### src/rtl/mem_ctrl_pkg.sv
// mem_ctrl_pkg: shared encodings and helpers for the byte-serial memory controller.
package mem_ctrl_pkg;
  localparam logic [1:0] MEM_NOP = 2'b00, MEM_BYTE = 2'b01, MEM_HALF = 2'b10, MEM_WORD = 2'b11;
  localparam logic [31:0] ZERO_WORD = 32'h0;
  localparam logic [7:0] ZERO_BYTE = 8'h0;
  localparam logic RST_ENABLE = 1'b0;
  typedef enum logic [2:0] {IDLE, IF_RD, MEM_RD, MEM_WR, DONE} state_t;
  function automatic logic [2:0] nbytes(input logic [1:0] sel);
    return sel == MEM_BYTE ? 3'd1 : sel == MEM_HALF ? 3'd2 : sel == MEM_WORD ? 3'd4 : 3'd0;
  endfunction
  function automatic logic [31:0] extend(input logic [31:0] d, input logic [1:0] sel, input logic sign);
    return sel == MEM_BYTE ? {{24{sign & d[7]}}, d[7:0]} :
           sel == MEM_HALF ? {{16{sign & d[15]}}, d[15:0]} : d;
  endfunction
endpackage

### src/rtl/mem_ctrl_rd_pipe.sv
// mem_rd_pipe: read-latency shift pipe of valid+byte-index tags driving byte-lane capture enables.
module mem_rd_pipe
  import mem_ctrl_pkg::*;
#(
  parameter int READ_LATENCY = 2
) (
  input  logic       clk,
  input  logic       rst,
  input  logic       clr,
  input  logic       in_v,
  input  logic [1:0] in_idx,
  output logic [3:0] cap,
  output logic       out_v,
  output logic [1:0] out_idx
);
  logic [READ_LATENCY-1:0] v;
  logic [1:0] idx [READ_LATENCY];
  always_ff @(posedge clk) begin
    if (rst == RST_ENABLE || clr) begin
      v <= '0;
      for (int i = 0; i < READ_LATENCY; i++) idx[i] <= 2'd0;
    end else begin
      v[0] <= in_v;
      idx[0] <= in_idx;
      for (int i = 1; i < READ_LATENCY; i++) begin
        v[i] <= v[i-1];
        idx[i] <= idx[i-1];
      end
    end
  end
  always_comb begin
    out_v = v[READ_LATENCY-1];
    out_idx = idx[READ_LATENCY-1];
    cap = out_v ? 4'd1 << out_idx : 4'd0;
  end
endmodule

### src/rtl/mem_ctrl.sv
// mem_ctrl: arbitrates IF and MEM accesses onto a byte-wide RAM port, one byte per bus cycle.
module mem_ctrl
  import mem_ctrl_pkg::*;
#(
  parameter int READ_LATENCY = 2,
  parameter int ADDR_W = 32
) (
  input  logic              clk,
  input  logic              rst,
  input  logic              if_req,
  input  logic [ADDR_W-1:0] if_addr,
  input  logic              if_flush,
  output logic              if_done,
  output logic [31:0]       if_data,
  input  logic              mem_req,
  input  logic              mem_we,
  input  logic [1:0]        mem_sel,
  input  logic              mem_sign,
  input  logic [ADDR_W-1:0] mem_addr,
  input  logic [31:0]       mem_wdata,
  output logic              mem_done,
  output logic [31:0]       mem_rdata,
  output logic [ADDR_W-1:0] mem_a,
  output logic              mem_wr,
  output logic [7:0]        mem_dout,
  input  logic [7:0]        mem_din
);
  state_t state, state_n;
  logic [ADDR_W-1:0] addr, addr_n, a_n;
  logic [31:0] wd, wd_n, acc, acc_n, acc_m, if_data_n, rdata_n;
  logic [1:0] sel, sel_n, iss_idx, idx_n, out_idx;
  logic [2:0] cnt, cnt_n, nb;
  logic sign, sign_n, iss, iss_n, wr_n, if_done_n, mem_done_n, clr, out_v, last;
  logic [7:0] dout_n;
  logic [3:0] cap;
  mem_rd_pipe #(.READ_LATENCY(READ_LATENCY)) u_pipe (
    .clk(clk), .rst(rst), .clr(clr), .in_v(iss), .in_idx(iss_idx),
    .cap(cap), .out_v(out_v), .out_idx(out_idx)
  );
  always_ff @(posedge clk) begin
    if (rst == RST_ENABLE) begin
      state <= IDLE;
      addr <= '0;
      wd <= ZERO_WORD;
      acc <= ZERO_WORD;
      sel <= MEM_NOP;
      sign <= 1'b0;
      cnt <= 3'd0;
      iss <= 1'b0;
      iss_idx <= 2'd0;
      mem_a <= '0;
      mem_wr <= 1'b0;
      mem_dout <= ZERO_BYTE;
      if_done <= 1'b0;
      if_data <= ZERO_WORD;
      mem_done <= 1'b0;
      mem_rdata <= ZERO_WORD;
    end else begin
      state <= state_n;
      addr <= addr_n;
      wd <= wd_n;
      acc <= acc_n;
      sel <= sel_n;
      sign <= sign_n;
      cnt <= cnt_n;
      iss <= iss_n;
      iss_idx <= idx_n;
      mem_a <= a_n;
      mem_wr <= wr_n;
      mem_dout <= dout_n;
      if_done <= if_done_n;
      if_data <= if_data_n;
      mem_done <= mem_done_n;
      mem_rdata <= rdata_n;
    end
  end
  always_comb begin
    nb = nbytes(sel);
    acc_m = {cap[3] ? mem_din : acc[31:24], cap[2] ? mem_din : acc[23:16],
             cap[1] ? mem_din : acc[15:8], cap[0] ? mem_din : acc[7:0]};
    last = out_v && {1'b0, out_idx} == nb - 3'd1;
    state_n = state;
    addr_n = addr;
    wd_n = wd;
    acc_n = acc_m;
    sel_n = sel;
    sign_n = sign;
    cnt_n = cnt;
    iss_n = 1'b0;
    idx_n = 2'd0;
    a_n = '0;
    wr_n = 1'b0;
    dout_n = ZERO_BYTE;
    if_done_n = 1'b0;
    if_data_n = if_data;
    mem_done_n = 1'b0;
    rdata_n = mem_rdata;
    clr = 1'b0;
    case (state)
      IDLE: begin
        if (mem_req) begin
          addr_n = mem_addr;
          wd_n = mem_wdata;
          sel_n = mem_sel;
          sign_n = mem_sign;
          acc_n = ZERO_WORD;
          cnt_n = 3'd1;
          if (mem_sel == MEM_NOP) begin
            state_n = DONE;
            mem_done_n = 1'b1;
            rdata_n = ZERO_WORD;
          end else begin
            state_n = mem_we ? MEM_WR : MEM_RD;
            a_n = mem_addr;
            wr_n = mem_we;
            dout_n = mem_we ? mem_wdata[7:0] : ZERO_BYTE;
            iss_n = !mem_we;
          end
        end else if (if_req && !if_flush) begin
          state_n = IF_RD;
          addr_n = if_addr;
          sel_n = MEM_WORD;
          sign_n = 1'b0;
          acc_n = ZERO_WORD;
          cnt_n = 3'd1;
          a_n = if_addr;
          iss_n = 1'b1;
        end
      end
      MEM_WR: begin
        if (cnt == nb) begin
          state_n = DONE;
          mem_done_n = 1'b1;
          rdata_n = ZERO_WORD;
        end else begin
          a_n = addr + ADDR_W'(cnt);
          wr_n = 1'b1;
          dout_n = wd[{cnt[1:0], 3'b000} +: 8];
          cnt_n = cnt + 3'd1;
        end
      end
      IF_RD, MEM_RD: begin
        // A flush drops the tags of bytes still in flight so late data is never captured.
        if (state == IF_RD && if_flush) begin
          state_n = IDLE;
          clr = 1'b1;
        end else begin
          if (cnt < nb) begin
            a_n = addr + ADDR_W'(cnt);
            iss_n = 1'b1;
            idx_n = cnt[1:0];
            cnt_n = cnt + 3'd1;
          end
          if (last) begin
            state_n = DONE;
            if_done_n = state == IF_RD;
            mem_done_n = state == MEM_RD;
            if_data_n = state == IF_RD ? acc_m : if_data;
            rdata_n = state == MEM_RD ? extend(acc_m, sel, sign) : mem_rdata;
          end
        end
      end
      default: state_n = IDLE;
    endcase
  end
endmodule
### config.mk
export PLATFORM = sky130hd
export DESIGN_NAME = mem_ctrl
export DESIGN_NICKNAME = d
export VERILOG_FILES = /design/src/rtl/mem_ctrl_pkg.sv /design/src/rtl/mem_ctrl_rd_pipe.sv /design/src/rtl/mem_ctrl.sv
export SDC_FILE = /design/constraint.sdc
export NUM_CORES = 1
export LEC_CHECK = 0
export CAP_MARGIN = 20
export CORE_MARGIN = 2
export CORE_UTILIZATION = 57
export DETAILED_ROUTE_END_ITERATION = 6
export DONT_BUFFER_PORTS = 1
export PLACE_DENSITY = 0.75
export SETUP_SLACK_MARGIN = 0.1
export SLEW_MARGIN = 20
export SYNTH_ARGS = -nofsm -noshare
export SYNTH_HDL_FRONTEND = slang
export SYNTH_SLANG_ARGS = --single-unit
export TNS_END_PERCENT = 10
### constraint.sdc
create_clock -name clk -period 2.58 [get_ports clk]
set_input_delay 0.387 -clock clk [delete_from_list [all_inputs] [get_ports clk]]
set_output_delay 0.387 -clock clk [all_outputs]
set_load 0.01 [all_outputs]
# After elaboration in Yosys (flattened, before gate mapping)
# Memory sizes are Yosys's and may differ from the RTL's.
# Index checks and enable logic that the tools add are counted.
dict set report classes {
  order_cmp 1
  n_reduce_logical 19
  shifts 2
  n_mul 0
  muxes 74
  bitwise 9
  add_sub_neg 3
  eq_ne 18
  div 0
}
# op n
set ops {}
lappend ops {{32-bit two-way mux} 19}
lappend ops {{32-bit case mux with 3 select lines} 2}
lappend ops {{8-bit two-way mux} 8}
lappend ops {{3-bit two-way mux} 13}
lappend ops {{32-bit by 3-bit adder with 32-bit output} 1}
lappend ops {{32-bit by 6-bit variable part select with 8-bit output} 1}
lappend ops {{1-bit two-way mux} 21}
lappend ops {{3-bit case mux with 3 select lines} 2}
lappend ops {{2-bit inequality test, second input constant} 8}
lappend ops {{8-bit case mux with 2 select lines} 1}
lappend ops {{2-bit two-way mux} 4}
lappend ops {{4-bit OR reduction} 2}
lappend ops {{7-bit AND reduction} 1}
lappend ops {{3-bit by 2-bit equality test with 1-bit output, second input constant} 2}
lappend ops {{3-bit inequality test, second input constant} 2}
lappend ops {{1-bit NOT} 5}
lappend ops {{5-bit AND reduction} 1}
lappend ops {{2-bit equality test, second input constant} 2}
lappend ops {{4-bit two-way mux} 1}
lappend ops {{1-bit case mux with 2 select lines} 2}
lappend ops {{2-bit AND reduction} 2}
lappend ops {{4-bit AND reduction} 1}
lappend ops {{1-bit by 2-bit << shifter with 4-bit output, first input constant} 1}
lappend ops {{3-bit by 1-bit adder with 3-bit output, second input constant} 1}
lappend ops {{18 further kinds} 23}
dict set report word_totals {
  mem_bits_ro 0
  latch_bits 0
  n_memories 1
  in_bits 113
  output_inout_bits 107
  elab_cells 144
  ram_bits 4
  reg_bits 217
}
# name words word_bits rd rd_ports_with_merged_regs write_ports line
set memory_table {}
lappend memory_table {u_pipe.idx 2 2 2 0 2 mem_ctrl_rd_pipe.sv:17} ;# logic [1:0] idx [READ_LATENCY];

# Depth between registers and ports, before layout
# Gate-level depths: netlist (run 1).
dict set report depth {
  ltp_word 10
  mapped_depth 11
  depth_no_buf 9
}

# Hierarchy
# Synthesis (run 1) repeated with hierarchy kept, for this count alone.
dict set report hier_totals {
  cells_unflattened 1073
  area_unflattened_um2 9804.4
}
# module seq_area_each_um2 area_each_um2 cells_per_inst instances
set by_module_without_submodules {}
lappend by_module_without_submodules {mem_ctrl 4304.1 9580.4 1055 1}
lappend by_module_without_submodules {mem_rd_pipe 120.1 224.0 18 1}

# Worst setup path before layout (run 1)
# No wires, ideal clock.
dict set report synth_path {
  path_type {reg-to-reg}
  from {reg cnt[0]}
  to {reg mem_rdata[21]}
  setup_ps 65
  path_buffers 3
  t_arrival_ps 2484
  synth_period_minus_slack_ps 2549
  stages_incl_launch_ff 11
  required_ps 2515
  setup_slack_ps 31
  path_cell_list {dfxtp_1 clkbuf_1 inv_1 ha_1 and3_1 o221ai_1 a21o_1 buf_2 clkbuf_1 a32oi_1 nor2_1}
}
dict set report synth_via {
  elab_chain_cells 3
}
# item line
set synth_lines {}
lappend synth_lines {{start, declared} mem_ctrl.sv:32} ;# logic [2:0] cnt, cnt_n, nb;
lappend synth_lines {{start signal, assigned} mem_ctrl.sv:65} ;# cnt <= cnt_n;
lappend synth_lines {{3-bit equality test} mem_ctrl.sv:131} ;# if (cnt == nb) begin
lappend synth_lines {{2-bit inequality test (no line)} n/a}
lappend synth_lines {{7-bit AND reduction (no line)} n/a}
lappend synth_lines {{end signal, assigned} mem_ctrl.sv:74} ;# mem_rdata <= rdata_n;
lappend synth_lines {{end, declared} mem_ctrl.sv:22} ;# output logic [31:0] mem_rdata,
# No other way between the ends.
# A chain may end at the register's enable or synchronous reset.

# Worst setup path in the final report (run 1)
dict set report layout_path {
  from {reg sel[1]}
  to {reg mem_rdata[3]}
}
dict set report layout_via {
  elab_chain_cells 9
  elab_cells_between_ends 18
  classes_between {add/sub: 1; eq/ne: 7; mux: 8; reduce/logical: 2}
}
# item line
set layout_lines {}
lappend layout_lines {{start, declared} mem_ctrl.sv:31} ;# logic [1:0] sel, sel_n, iss_idx, idx_n, out_idx;
lappend layout_lines {{start signal, assigned} mem_ctrl.sv:63} ;# sel <= sel_n;
lappend layout_lines {{2-bit equality test} mem_ctrl_pkg.sv:9} ;# return sel == MEM_BYTE ? 3'd1 : sel == MEM_HALF ? 3'd2 : sel == MEM_WORD ? 3'd4 : 3'd0;
lappend layout_lines {{3-bit two-way mux (3 in series)} mem_ctrl_pkg.sv:9}
lappend layout_lines {{3-bit by 1-bit subtractor with 3-bit output} mem_ctrl.sv:81} ;# last = out_v && {1'b0, out_idx} == nb - 3'd1;
lappend layout_lines {{2-bit by 3-bit equality test with 1-bit output} mem_ctrl.sv:81}
lappend layout_lines {{1-bit logical AND} mem_ctrl.sv:81}
lappend layout_lines {{2-bit inequality test (no line)} n/a}
lappend layout_lines {{7-bit AND reduction (no line)} n/a}
# Parallel ways exist; a longest one is shown, timed or not. The select of a mux whose other input is x is not followed.

==> metrics.md, run 1 <==
| Metric | Value |
|---|---|
| Status | `complete, no violations` |
| Max IR drop VDD | `about 0.00067 V` |
| Post-synth top area share | `between 40 and 50%` |
| CP bufs+invs | `2` |
| Synthesized flop and latch total | `about 220` |
| Most used flip-flop cell after synthesis | `dfxtp_1` |
| Final period utilization | `92.6%` |
| Post-layout net count | `1,171` |
| Initial Utilization | `57.9%` |
| Commonest cells in the netlist | `dfxtp_1, nor2_1, nand2_1` |
| Ys async rst share | `0%` |
| Sequential share of the synthesized area | `46.4%` |
| CTS Root Cell | `clkbuf_16` |
| Crit-path cells | `inv_1, ha_1, ha_1, and3_1, o221ai_1, a21o_1, buf_12, or3_1, a21oi_1` |
| WL per Instance | `18.8 um` |
| Global-route wire length before repair | `38.6 mm` |
| Worst Path Arrival | `about 2.8 ns` |
| Antenna Nets Post-Route | `0` |
| Hold Path Stages | `2` |
| Unrepaired setup endpoints after global routing | `yes` |
| Yosys warns | `0` |
| Worst reg2reg path startpoint | `sel[1]$_SDFFE_PN0P_` |
| Largest net degree at the start of global routing | `104` |
| Count leader, synth | `dfxtp_1` |
| Slowest cell on the critical path | `dfxtp_1` |
| CTS tree | `done` |
| Final slew viol count | `0` |
| Startpoint Class | `flop` |
| Critical Path Max Stage Delay | `0.41 ns` |
| Unique masters post-synth | `58` |
| Final Core Density | `a little under two thirds` |
| Crit-path max FO | `41` |
| Die W | `roughly 130 um` |
| Crit path kind | `flop to flop` |
| Detail Placement HPWL | `around 16 mm` |
| Core area | `16,500 sq um` |
| Cell mode on critical path | `ha_1` |
| Final Hold Viols | `0` |
| I/O pin cnt | `220` |
| Clk sinks | `221` |
| Min Tclk post-route | `2.39 ns` |
| Iter 0 DRT Violations | `549` |
| DR vias | `7,743` |
| Mapped Area | `about 9500 sq um` |
| Row Count | `47` |
| Worst-Skew Late Latency | `between 0.5 and 0.6 ns` |
| CTS buffer count | `23` |
| Delay-heaviest family, CP | `compound AO/OA/AOI/OAI gates` |
| Fmax | `0.419 GHz` |
| I/O Buffers | `0` |
| Finish-stage setup viols | `0` |
| Number of synthesized flops with an enable pin | `0` |
| Worst hold path endpoint | `wd[9]$_SDFFE_PN0P_` |
| Length of the first detailed-routing pass in iterations | `6` |
| Hold path start | `mem_wdata[9]` |
| Avg Synthesized Cell Area | `8.89 sq um` |
| Top cells by area, synth | `dfxtp_1, nor2_1, a211oi_1, mux2i_1, nand2_1` |
| Number of antenna repair diodes | `0` |
| P&R area growth vs syn | `10.1%` |
| Clk slew on worst S/H paths | `0.06 ns` |
| DRC Markers | `0` |
| Power, Total | `9.28 mW` |
| Initial antenna violation count | `0` |
| Max_cap viols | `0` |
| Vias in the first global route | `7,257` |
| Slew HR | `48.9%` |
| Reg-to-Reg End | `mem_rdata[3]$_SDFFE_PN0P_` |
| R2r setup slk | `approximately 0.19 ns` |
| Final WL | `approximately 24 mm` |
| Worst slew pin tran | `0.766 ns` |
| Pwr dens | `884 nW/um^2` |
| H-tree depth | `1` |
| Die footprint | `about 18,000 sq um` |
| Die span in y | `between 100 and 150 um` |
| Clock Path Buffers | `3` |
| Layout cells sized above 1 | `8.30%` |
| Worst EP required | `around 3 ns` |
| Global-route usage over all layers | `roughly a quarter` |
| CP Launch Point | `sel[1]$_SDFFE_PN0P_` |
| Setup Total Neg Slack | `0 ns` |
| Worst r2r path cells | `9` |
| Synth Net Count | `between 1,000 and 1,500` |
| LEAKAGE | `3.90 nW` |
| Hold Crit Class | `input pin to flop` |
| Skew final | `~0.010 ns` |
| CP endpoint kind | `flop` |
| Post-Synthesis Cells | `1,072` |
| Final RePlAce weighted congestion | `between 0.9 and 1` |
| Grt total ovfl | `0` |
| Vias per Instance | `6.05` |
| Area leader, netlist | `dfxtp_1` |
[layout make-up]
| cell class | count | area, sq um |
|---|---|---|
| Multi-Input combinational cell | 748 | 4680 |
| Fill cell | 1402 | 5960 |
| Tap cell | 220 | 275 |
| Clock buffer | 32 | 669 |
| Inverter | 16 | 62.6 |
| Timing Repair Buffer | 35 | 318 |
| Sequential cell | 221 | 4420 |
| Clock inverter | 8 | 72.6 |
[how the worst max path moves through the flow]
stage / endpoint / slack, ns / depth (start not counted)
after global routing: mem_rdata[0]$_SDFFE_PN0P_ / 0.03 / 9
after CTS: if_data[14]$_SDFFE_PN0P_ / 0.20 / 9
after detailed placement: mem_rdata[7]$_SDFFE_PN0P_ / 0.25 / 9
final: mem_rdata[3]$_SDFFE_PN0P_ / 0.19 / 9
after global placement: mem_rdata[7]$_SDFFE_PN0P_ / 0.35 / 9
after floorplan: mem_rdata[21]$_SDFFE_PN0P_ / 0.27 / 10
[sequential cells by signal (all words and copies together), names as in the netlist]
signal / cells
sel: 2
iss_idx: 2
mem_dout: 8
state: 3
if_data: 32
wd: 32
u_pipe.idx: 4
mem_wr: 1
iss: 1
u_pipe.v: 2
acc: 32
mem_done: 1
addr: 32
mem_a: 32
cnt: 3
mem_rdata: 32
if_done: 1
sign: 1
[logic make-up after synthesis]
kind of cell    Yosys count  share of synthesized area (%)
compound gates          238                           17.6
xor+xnor                 32                           2.94
fa+ha+maj                13                           1.78
buf+inv                 103                           4.67
flops                   221                           46.4
mux                      55                           6.89
simple gates            410                           19.7
[routing by layer]
layer	up-vias	GRT usage, %	routed length, um	part of all wire, %
li1	3775	-	-	-
met1	3634	36.5	10600	44
met2	304	42.0	11100	46
met3	30	5.94	1880	7.8
met4	0	6.38	448	1.9
met5	-	0	0	0
[power by group]
group	internal (mW)	switching (mW)
registers	3.75	0.336
logic	0.769	1.19
clock network	1.91	1.33
[cell usage in the layout, fill, tap and decap left out, types with 8 or more instances in the layout]
| master | synthesis | final |
|---|---|---|
| o21ai_0 | 14 | 14 |
| dfxtp_1 | 221 | 221 |
| inv_1 | 15 | 15 |
| mux2i_1 | 45 | 45 |
| a22oi_1 | 25 | 25 |
| and2_1 | 8 | 8 |
| ha_1 | 12 | 12 |
| or3_1 | 9 | 9 |
| a211oi_1 | 68 | 68 |
| and3_1 | 8 | 8 |
| nand2b_1 | 9 | 9 |
| nor2b_1 | 23 | 21 |
| nand3_1 | 18 | 18 |
| buf_4 | 2 | 25 |
| clkbuf_16 | 0 | 23 |
| nor3_1 | 33 | 33 |
| o22ai_1 | 25 | 25 |
| nand2_1 | 118 | 118 |
| a32oi_1 | 38 | 38 |
| a21oi_1 | 45 | 45 |
| mux4_2 | 8 | 8 |
| xnor2_1 | 27 | 27 |
| nor2_1 | 151 | 151 |
[metrics by stage]
step	setup WS (ns)	cells	hold slack (ns)	cell area, sq um
floorplan	0.272	1072	0.406	9540
global placement	0.350	1231	0.408	9670
detailed placement	0.247	1231	0.410	9670
CTS	0.198	1278	0.00129	10500
global route	0.0334	1280	0.00480	10500
finish	0.192	1280	0.0161	10500
[what timing repair did]
| item | 4_1_cts | 5_1_grt |
|---|---|---|
| hold endpoints to repair | 7 | 0 |
| setup buffers | 0 | 2 |
| resized for setup | 0 | 0 |
| endpoints found under the setup margin | 0 | 54 |
| hold buffers | 7 | 0 |
Note: power is estimated with default switching activity, not from simulation.
==> run 2: changes to the inputs <==
--- a/config.mk
+++ b/config.mk
@@ -6,11 +6,12 @@
 export NUM_CORES = 1
 export LEC_CHECK = 0
 export CAP_MARGIN = 20
+export CORE_ASPECT_RATIO = 1.2
 export CORE_MARGIN = 2
-export CORE_UTILIZATION = 57
+export CORE_UTILIZATION = 63
 export DETAILED_ROUTE_END_ITERATION = 6
 export DONT_BUFFER_PORTS = 1
-export PLACE_DENSITY = 0.75
+export PLACE_DENSITY_LB_ADDON = 0.25
 export SETUP_SLACK_MARGIN = 0.1
 export SLEW_MARGIN = 20
 export SYNTH_ARGS = -nofsm -noshare
==> constraint.sdc (replaced) <==
create_clock -name clk -period 2.2 [get_ports clk]
set_input_delay 0.33 -clock clk [delete_from_list [all_inputs] [get_ports clk]]
set_output_delay 0.33 -clock clk [all_outputs]
set_load 0.01 [all_outputs]
==> run 2 against run 1 <==
The run now ends with setup timing left. Die area down 9.2%. Sequential share of layout area is 3.1 points lower. Routed wire length is 13% higher. Count of clock-buffer cells in the layout up 1. Total power grew 22%. Cell count grew 2.6%. Final area rose by 8.0%. Clock skew increased by 0.020 ns. Clock power up 11%. Fmax decreased by 0.66%. Largest power group unchanged.
==> metrics.md, run 2 (synthesis gave the netlist of run 1 again) <==
| Metric | Value |
|---|---|
| Status | `finished with violations (was complete, no violations)` |
| Failing checks | `setup timing` |
| Max_cap viols | `0 (unchanged)` |
| Final WL | `27.2 mm (was 24.0 mm)` |
| I/O Buffers | `0 (unchanged)` |
| Cell mode on critical path | `buf_6 (was ha_1)` |
| Iter 0 DRT Violations | `736 (was 549)` |
| Critical Path Max Stage Delay | `0.38 ns (was 0.41 ns)` |
| Final Instance Area | `11,300 sq um (was 10,500 sq um)` |
| Initial Utilization | `64.0% (was 57.9%)` |
| LEAKAGE | `4.19 nW (was 3.90 nW)` |
| Initial antenna violation count | `1 (was 0)` |
| Commonest non-fill, non-tap cells in the layout | `dfxtp_1, nor2_1, nand2_1, a211oi_1, mux2i_1 (was dfxtp_1, nor2_1, nand2_1, a211oi_1)` |
| Fraction of power spent switching nets | `31.8% (was 30.8%)` |
| Die footprint | `16,100 sq um (was 17,800 sq um)` |
| Crit path kind | `flop to flop (unchanged)` |
| Post-layout net count | `1,221 (was 1,171)` |
| Internal power | `7.72 mW (was 6.42 mW)` |
| Final period utilization | `109% (was 92.6%)` |
| Vias in the first global route | `7,760 (was 7,257)` |
| Clk sinks | `221 (unchanged)` |
| Power, Total | `11.3 mW (was 9.28 mW)` |
| Layout cells sized above 1 | `12.6% (was 8.30%)` |
| Pwr dens | `998 nW/um^2 (was 884 nW/um^2)` |
| Final Hold Viols | `0 (unchanged)` |
| Sequential power share | `42.4% (was 44.0%)` |
| Max IR drop VDD | `0.000714 V (was 0.000666 V)` |
| Final slew viol count | `0 (unchanged)` |
| Final worst setup slack | `-0.204 ns (was 0.192 ns)` |
| Min Tclk post-route | `2.40 ns (was 2.39 ns)` |
| Clk pwr share | `31.8% (was 34.9%)` |
| Length of the first detailed-routing pass in iterations | `5 (was 6)` |
| Largest net degree at the start of global routing | `104 (unchanged)` |
| Clock Path Buffers | `3 (unchanged)` |
| Final RePlAce weighted congestion | `0.876 (was 0.932)` |
| Fill cells | `1,032 (was 1,402)` |
| Worst slew pin tran | `0.776 ns (was 0.766 ns)` |
| Placement Cell Area | `9770 sq um (was 9670 sq um)` |
| Delay-heaviest family, CP | `buffers and inverters (was compound AO/OA/AOI/OAI gates)` |
| Startpoint Class | `flop (unchanged)` |
| Switching pwr | `3.60 mW (was 2.86 mW)` |
| Antenna Nets Post-Route | `0 (unchanged)` |
| Comb pwr share | `25.8% (was 21.2%)` |
| Grt total ovfl | `0 (unchanged)` |
| CP bufs+invs | `5 (was 2)` |
| Most common cell after layout, fill and taps aside | `dfxtp_1 (unchanged)` |
| Worst-Skew Late Latency | `0.52 ns (was 0.51 ns)` |
| Vias per Instance | `6.27 (was 6.05)` |
| Fmax | `0.416 GHz (was 0.419 GHz)` |
| Detail Placement HPWL | `16.5 mm (was 16.3 mm)` |
| Global-route wire length before repair | `40.7 mm (was 38.6 mm)` |
| Crit-path cells | `buf_6, ha_4, buf_4, xor2_2, nand4b_1, buf_6, buf_6, nor2_4, buf_12, nor2_1, a211oi_1 (was inv_1, ha_1, ha_1, and3_1, o221ai_1, a21o_1, buf_12, or3_1, a21oi_1)` |
| CTS buffer count | `22 (was 23)` |
| WL per Instance | `20.7 um (was 18.8 um)` |
| DR vias | `8,235 (was 7,743)` |
| CP endpoint kind | `flop (unchanged)` |
| Die span in y | `139 um (was 133 um)` |
| Slew HR | `48.3% (was 48.9%)` |
| Hold Crit Class | `input pin to flop (unchanged)` |
| CTS tree | `done (unchanged)` |
| Clk slew on worst S/H paths | `0.07 ns (was 0.06 ns)` |
| CTS Root Cell | `clkbuf_16 (unchanged)` |
| Core area | `14,900 sq um (was 16,500 sq um)` |
| DRC Markers | `0 (unchanged)` |
| Skew final | `0.0297 ns (was 0.00996 ns)` |
| H-tree depth | `1 (unchanged)` |
| Worst EP required | `2.59 ns (was 3.01 ns)` |
| Slowest cell on the critical path | `dfxtp_4 (was dfxtp_1)` |
| P&R area growth vs syn | `19.0% (was 10.1%)` |
| Worst Path Arrival | `2.80 ns (was 2.82 ns)` |
| Crit-path max FO | `49 (was 41)` |
| Row Count | `49 (was 47)` |
| Finish-stage setup viols | `60 (was 0)` |
| Die W | `116 um (was 133 um)` |
| I/O pin cnt | `220 (unchanged)` |
| Unrepaired setup endpoints after global routing | `yes (unchanged)` |
| Global-route usage over all layers | `31.1% (was 26.3%)` |
-- run 2: cell count changes in the layout (fill, tap and decap cells not counted), sizes merged --
cell | before | now
clkbuf | 32 | 37
inv | 18 | 17
clkinv | 5 | 2
diode | 0 | 1
buf | 28 | 45
dlygate4sd3 | 7 | 37
-- run 2: metal layers --
layer / share of wire, % / vias to the layer above / track usage, %
met5: 0 / - / 0
met4: 3.7 / 0 / 11.0
met3: 9.2 / 83 / 6.99
met2: 50 / 425 / 52.7
met1: 37 / 3870 / 38.7
li1: - / 3857 / -
-- run 2: area by class of cell --
class	count	area, sq um	share of cell area, %
tap	204	255	2.25
clock buffer	33	622	5.48
inverter	16	67.6	0.596
antenna	1	2.50	0.0221
clock inverter	4	60.1	0.529
sequential	221	4430	39.1
multi-input combinational	748	4950	43.6
timing repair buffer	86	955	8.42
-- run 2: power groups by stage --
stage          Clock (mW)  Combinational [mW]  Sequential [mW]
2_1_floorplan           0                1.83             4.74
3_3_place_gp            0                2.32             4.84
3_5_place_dp            0                2.37             4.85
4_1_cts              3.64                2.53             4.77
5_1_grt              3.80                3.13             4.84
6_report             3.60                2.92             4.80
-- run 2: worst reg2reg max path, cell delays in order, from the launching register on --
cell	delay (ns)
dfxtp_4	0.38
buf_6	0.12
ha_4	0.16
buf_4	0.14
xor2_2	0.12
nand4b_1	0.24
buf_6	0.21
buf_6	0.12
nor2_4	0.14
buf_12	0.24
nor2_1	0.10
a211oi_1	0.31
-- run 2: repair_timing --
item                                    in CTS  in global routing
pin swaps                                    5                 33
buffers inserted                             7                  3
hold endpoints to repair                    47                  0
cloned                                       2                  4
hold buffers                                37                  0
gates resized for setup                     15                 40
endpoints found under the setup margin      37                104
-- run 2: worst paths after layout --
path / startpoint / endpoint / slack (ns) / cells after the start
setup / recovery: sel[0]$_SDFFE_PN0P_ / if_data[6]$_SDFFE_PN0P_ / -0.20 / 11
setup reg to reg: sel[0]$_SDFFE_PN0P_ / if_data[6]$_SDFFE_PN0P_ / -0.20 / 11
hold reg to reg: iss_idx[1]$_SDFF_PP0_ / u_pipe.idx[0][1]$_SDFF_PP0_ / 0.43 / 1
hold / removal: mem_addr[15] / addr[15]$_SDFFE_PN0P_ / 0.03 / 2
-- run 2: per-stage QoR --
stage | hold slack, ns | utilization (%) | setup slack [ns] | cells | setup TNS, ns
after floorplan | 0.406 | - | 0.106 | 1072 | 0
after global placement | 0.408 | 65.6 | 0.0789 | 1223 | 0
after detailed placement | 0.410 | 65.6 | 0.00999 | 1223 | 0
after CTS | 0.0166 | 73.9 | 0.00727 | 1306 | 0
after global routing | 0.0247 | 76.1 | -0.216 | 1313 | -8.30
final | 0.0263 | 76.1 | -0.204 | 1313 | -4.39
